**config.mk**
```make
export PLATFORM = sky130hd
export DESIGN_NAME = axis_inct_m2s_ordered
export DESIGN_NICKNAME = d
export VERILOG_FILES = /design/src/rtl/axis_inct_m2s_ordered.sv
export SDC_FILE = /design/constraint.sdc
export NUM_CORES = 1
export LEC_CHECK = 0
export CORE_ASPECT_RATIO = 0.5
export CORE_MARGIN = 4
export CORE_UTILIZATION = 40
export CTS_BUF_LIST = sky130_fd_sc_hd__clkbuf_4 sky130_fd_sc_hd__clkbuf_8
export CTS_CLUSTER_DIAMETER = 120
export DETAILED_ROUTE_END_ITERATION = 8
export PLACE_DENSITY = 0.84
export SKIP_CTS_REPAIR_TIMING = 1
export SYNTH_ARGS = -nofsm -noshare
export SYNTH_HDL_FRONTEND = slang
export SYNTH_SLANG_ARGS = --single-unit
```
**constraint.sdc**
```tcl
create_clock -name clock -period 3.3 [get_ports clock]
set_input_delay 0.495 -clock clock [delete_from_list [all_inputs] [get_ports clock]]
set_output_delay 0.495 -clock clock [all_outputs]
set_load 0.02 [all_outputs]
```
**src/rtl/axis_inct_m2s_ordered.sv**
```systemverilog
// axis_inct_m2s_ordered
// Re-merges the frames returned by NUM parallel workers into one AXI-stream,
// in the order the upstream dispatcher handed them out. The dispatcher pushes
// each dispatched channel index into a small order queue. This block forwards
// whole frames from the channel named at the queue head, one frame at a time.
//
// Ports:
//   clock, rst       single clock; synchronous active-high reset
//   order_wr/addr    push one channel index into the order queue
//   order_full/empty registered queue flags
//   order_count      registered queue occupancy
//   order_ovf        sticky: push attempted while full (cleared by rst only)
//   s_t*             NUM slave channels; channel k data at [k*DSIZE +: DSIZE]
//   m_t*             merged master stream
//
// An index >= NUM pushed into the queue is kept as-is. That frame is never
// forwarded and blocks the queue; this is an integration error upstream.
module axis_inct_m2s_ordered #(
  parameter  int NUM   = 8,
  parameter  int DSIZE = 8,
  parameter  int DEPTH = 4,
  localparam int NSIZE = $clog2(NUM),
  localparam int CSIZE = $clog2(DEPTH + 1)
) (
  input  logic                   clock,
  input  logic                   rst,
  input  logic                   order_wr,
  input  logic [NSIZE-1:0]       order_addr,
  output logic                   order_full,
  output logic                   order_empty,
  output logic [CSIZE-1:0]       order_count,
  output logic                   order_ovf,
  input  logic [NUM-1:0]         s_tvalid,
  input  logic [NUM*DSIZE-1:0]   s_tdata,
  input  logic [NUM-1:0]         s_tlast,
  output logic [NUM-1:0]         s_tready,
  output logic                   m_tvalid,
  output logic [DSIZE-1:0]       m_tdata,
  output logic                   m_tlast,
  input  logic                   m_tready
);

  localparam int PSIZE = (DEPTH > 1) ? $clog2(DEPTH) : 1;

  typedef enum logic {
    S_IDLE   = 1'b0,
    S_ACTIVE = 1'b1
  } state_e;

  state_e           state_q;
  logic [NSIZE-1:0] cur_ch_q;
  logic [NSIZE-1:0] mem_q [DEPTH];
  logic [PSIZE-1:0] wr_ptr_q;
  logic [PSIZE-1:0] rd_ptr_q;
  logic [CSIZE-1:0] count_q;
  logic [CSIZE-1:0] count_d;
  logic             full_q;
  logic             empty_q;
  logic             ovf_q;

  logic             push_s;
  logic             pop_s;
  logic             active_s;
  logic             ch_ok_s;
  logic             frame_end_s;

  // Wrap-around pointer increment; DEPTH need not be a power of two.
  function automatic logic [PSIZE-1:0] ptr_inc(input logic [PSIZE-1:0] p);
    if (p == PSIZE'(DEPTH - 1)) begin
      return {PSIZE{1'b0}};
    end else begin
      return p + {{(PSIZE-1){1'b0}}, 1'b1};
    end
  endfunction

  assign active_s = (state_q == S_ACTIVE);
  // Guards against an out-of-range index stored in the queue.
  assign ch_ok_s  = (int'(cur_ch_q) < NUM);

  // Master/slave mux. s_tready depends only on m_tready and the selected
  // channel, never on m_tvalid.
  always_comb begin
    m_tvalid = 1'b0;
    m_tdata  = s_tdata[DSIZE-1:0];
    m_tlast  = s_tlast[0];
    s_tready = {NUM{1'b0}};
    if (active_s && ch_ok_s) begin
      m_tvalid           = s_tvalid[cur_ch_q];
      m_tdata            = s_tdata[cur_ch_q*DSIZE +: DSIZE];
      m_tlast            = s_tlast[cur_ch_q];
      s_tready[cur_ch_q] = m_tready;
    end else begin
      m_tvalid = 1'b0;
    end
  end

  assign frame_end_s = m_tvalid && m_tready && m_tlast;
  // Full check uses the registered flag: a push while full is dropped even
  // when a pop happens in the same cycle.
  assign push_s      = order_wr && !full_q;
  // Pop when idle, or at the last beat of a frame so the next frame follows
  // with no bubble.
  assign pop_s       = !empty_q && (!active_s || frame_end_s);

  // Next queue occupancy.
  always_comb begin
    case ({push_s, pop_s})
      2'b10:   count_d = count_q + CSIZE'(1);
      2'b01:   count_d = count_q - CSIZE'(1);
      default: count_d = count_q;
    endcase
  end

  // Order queue storage (contents need no reset; pointers define validity).
  always_ff @(posedge clock) begin
    if (push_s && !rst) begin
      mem_q[wr_ptr_q] <= order_addr;
    end
  end

  // Queue pointers, flags and the frame-selection state machine.
  always_ff @(posedge clock) begin
    if (rst) begin
      wr_ptr_q <= {PSIZE{1'b0}};
      rd_ptr_q <= {PSIZE{1'b0}};
      count_q  <= {CSIZE{1'b0}};
      full_q   <= 1'b0;
      empty_q  <= 1'b1;
      ovf_q    <= 1'b0;
      state_q  <= S_IDLE;
      cur_ch_q <= {NSIZE{1'b0}};
    end else begin
      if (push_s) begin
        wr_ptr_q <= ptr_inc(wr_ptr_q);
      end
      if (pop_s) begin
        rd_ptr_q <= ptr_inc(rd_ptr_q);
      end
      count_q <= count_d;
      full_q  <= (count_d == CSIZE'(DEPTH));
      empty_q <= (count_d == {CSIZE{1'b0}});
      if (order_wr && full_q) begin
        ovf_q <= 1'b1;
      end
      case (state_q)
        S_IDLE: begin
          if (pop_s) begin
            cur_ch_q <= mem_q[rd_ptr_q];
            state_q  <= S_ACTIVE;
          end
        end
        S_ACTIVE: begin
          if (frame_end_s) begin
            if (pop_s) begin
              cur_ch_q <= mem_q[rd_ptr_q];
            end else begin
              state_q <= S_IDLE;
            end
          end
        end
        default: state_q <= S_IDLE;
      endcase
    end
  end

  assign order_full  = full_q;
  assign order_empty = empty_q;
  assign order_count = count_q;
  assign order_ovf   = ovf_q;

endmodule

```
==> impl_results.md <==
- Outcome: finished clean
- DRT Pass-1 Iters: 4
- Initial antenna violation count: 0
- CP required: about 3500 ps
- Power per cell area: 620 mW/mm^2
- Max Cap Viol: 0
- Hold endpoint: order_ovf
- Wire length per cell: 18.5 microns
- Worst hold path type: reg2reg
- Gate Count Post-Synth: 183
- Switching pwr: about 770 uW
- Tot GR Track Use: 0.212
- CTS tree: done
- Final Cycle Share: 0.970
- Via Count: between 1,500 and 2,000
- # rows: 17
- Setup crit end kind: flip-flop
- Syn_nets: 277
- Post-synth ARST share: 0
- Drt initial violations: approximately 120
- Hold Fails Final Rpt: 0
- Mapped cell area: around 0.0019 sq mm
- Largest net degree at the start of global routing: 19
- Layout cells sized above 1: 0.128
- Relative slew margins: 0.694
- Vias in the first global route: ~2,000
- DP Wirelength: 5280 microns
- RR Endpoint: order_full
- Reg2Reg Depth: 11
- Clock buffer count from CTS: 3
- Critical path fanouts, max: 3
- Top FF cell, synth: dfxtp_1
- Total wire length: 6700 microns
- Total gr overflow: 0
- Final Skew: 5.97 ps
- Starting Density: 0.429
- Syn-to-layout area delta: 67.0%
- Final Cell Area: 0.00324 sq mm
- LEAKAGE: 0.00119 uW
- Critical Path AT: 3420 ps
- R2R Path Start: cur_ch_q[0]
- Die height: 57.3 microns
- IO Count: approximately 110
- Clock power share: 0.135
- H-Tree Depth: 1
- Slew Limit Fails: 0
- Sequential area share after synthesis: 0.350
- Worst slew pin tran: 458 ps
- Die width: 107 microns
- Worst hold path startpoint: order_ovf
- Peak supply drop: 0.411 mV
- Filler cell count: 310
- Core area: 0.00453 sq mm
- Post-route ant nets: 0
- Root buffer cell: clkbuf_8
- Final nets: 392
- Synth warn: 0
- Multi-input gate area: 0.00118 sq mm
- Finish-stage setup viols: 0
- Reg2reg setup slack: 160 ps
- Hold Crit Depth: 2
- Gpl congestion: 0.761
- Storage element area: 681 sq um
- Tot Pwr: slightly above 2000 uW
- Sequential fraction of design power: 0.261
- Area after DPL: 0.00316 sq mm
- CTS Sinks: 28
- Port bufs: 110
- Fmax: around 310 MHz
- Final min period: 3200 ps
- CP Class: in2reg
- Average size of a mapped cell: about 11 sq um
- Die ar.: 0.00610 sq mm
- Internal Power: roughly 1200 uW
- RSZ-0062 raised after global routing: false
- Seq cells post-synth: 28
- Combinational share of power: 0.604
- CTS clk-pin slew, worst paths: 90 ps
- Sw frac: 0.381
- Clock latency at the later pin of the worst-skew pair: approximately 280 ps
- Clock Tree Buf Depth: 2
- Number of synthesized flops with an enable pin: 12
- Critical path startpoint category: input pin
- Yosys cell types: 39
- ANT cells: 0
- Vias per cell: about 5.4
- First-pass GRT wire length: 10,300 microns
- DRC Markers: 0
[flip-flops by register name (all words and copies together) (netlist names), named ones only]
signal	flops
mem_q	12
cur_ch_q	3
order_count	3
rd_ptr_q	2
wr_ptr_q	2
active_s	1
order_empty	1
order_full	1
order_ovf	1
[Yosys cell counts (3+ instances only)]
library cell  number  area, sq um
clkbuf_1           7         26.3
mux4_2            13          293
mux2_1             9          101
nor3_1             4         20.0
o21ai_1            8         40.0
nor2_1            14         52.6
ha_1               6         75.1
a22oi_1            9         67.6
nand2_1           19         71.3
a22o_1             8         70.1
mux2_2             3         33.8
buf_2              4         20.0
inv_1              4         15.0
and2_1             5         31.3
nand2b_1           5         31.3
a21oi_1            7         35.0
nor2b_1            3         18.8
dfxtp_1           16          320
mux2i_1            8         80.1
edfxtp_1          12          360
[logic make-up after synthesis]
group,Yosys count,share of synthesized area
multiplexers,34,0.269
adder cells (fa/ha/maj),7,0.0489
XOR/XNOR,2,0.00902
AO/OA/AOI/OAI,39,0.149
buffers and inverters,19,0.0444
flip-flops,28,0.350
AND/OR/NAND/NOR,54,0.129
[layout make-up]
type,count,share of cell area
clock buffer,3,0.0127
clock inverter,1,0.00926
inverter,6,0.00771
multi-input combinational,136,0.364
sequential,28,0.210
tap,66,0.0255
timing repair buffer,123,0.371
[critical path: stages]
cell and delay [ps]:
clkdlybuf4s50_1 400, mux4_2 480, mux2_4 290, a41oi_4 210, inv_4 50, ha_1 220
fa_1 390, xnor2_1 170, or3_1 360, a21oi_2 190, nor2b_2 170
[layer usage]
metal	global-route usage	routed length, microns	vias up
met2	0.378	3300	91
met4	0.0856	229	0
met5	0	0	-
met1	0.255	2690	921
met3	0.0395	480	23
li1	-	-	915
[power groups by stage]
stage / logic, uW / registers (uW) / clock network [uW]
2_1_floorplan: 738 / 529 / 0
3_3_place_gp: 1140 / 525 / 0
3_5_place_dp: 1180 / 531 / 0
4_1_cts: 1200 / 524 / 271
5_1_grt: 1290 / 540 / 291
6_report: 1220 / 525 / 271
[layout by cell type, fill, tap and decap left out, types with 2 or more instances in the layout]
| master | count |
|---|---|
| and2_1 | 5 |
| mux4_2 | 13 |
| nand2_1 | 19 |
| ha_1 | 6 |
| clkbuf_8 | 3 |
| a22oi_1 | 9 |
| inv_1 | 4 |
| nand2b_1 | 5 |
| o21ai_1 | 8 |
| a22o_1 | 8 |
| nor2b_1 | 2 |
| dfxtp_1 | 16 |
| nor2_1 | 14 |
| mux2i_1 | 8 |
| clkdlybuf4s50_1 | 110 |
| a21oi_1 | 6 |
| mux2_1 | 9 |
| mux2_2 | 3 |
| edfxtp_1 | 12 |
| nor3_1 | 4 |
| buf_4 | 12 |
[worst max path at each step]
stage           startpoint    endpoint  slack [ps]  cells after the start
6_report       s_tvalid[7]  order_full         100                     11
3_3_place_gp   s_tvalid[3]  order_full         -30                     11
5_1_grt        cur_ch_q[0]  order_full          20                     11
2_1_floorplan  s_tvalid[3]  order_full         290                     10
3_5_place_dp   s_tvalid[7]  order_full        -150                     11
4_1_cts        s_tvalid[7]  order_full          20                     11
[metrics by stage]
step                      setup TNS (ps)  utilization  setup slack (ps)  hold WS, ps  std cells
final                                  0        0.716              99.2          474        363
after CTS                              0        0.714              23.2          478        363
after detailed placement            -279        0.698              -151          456        359
after floorplan                        0            -               287          460        183
after global routing                   0        0.716              19.4          503        363
after global placement             -33.0        0.698             -29.0          448        359
No activity file was read; power rests on OpenSTA's default activity.
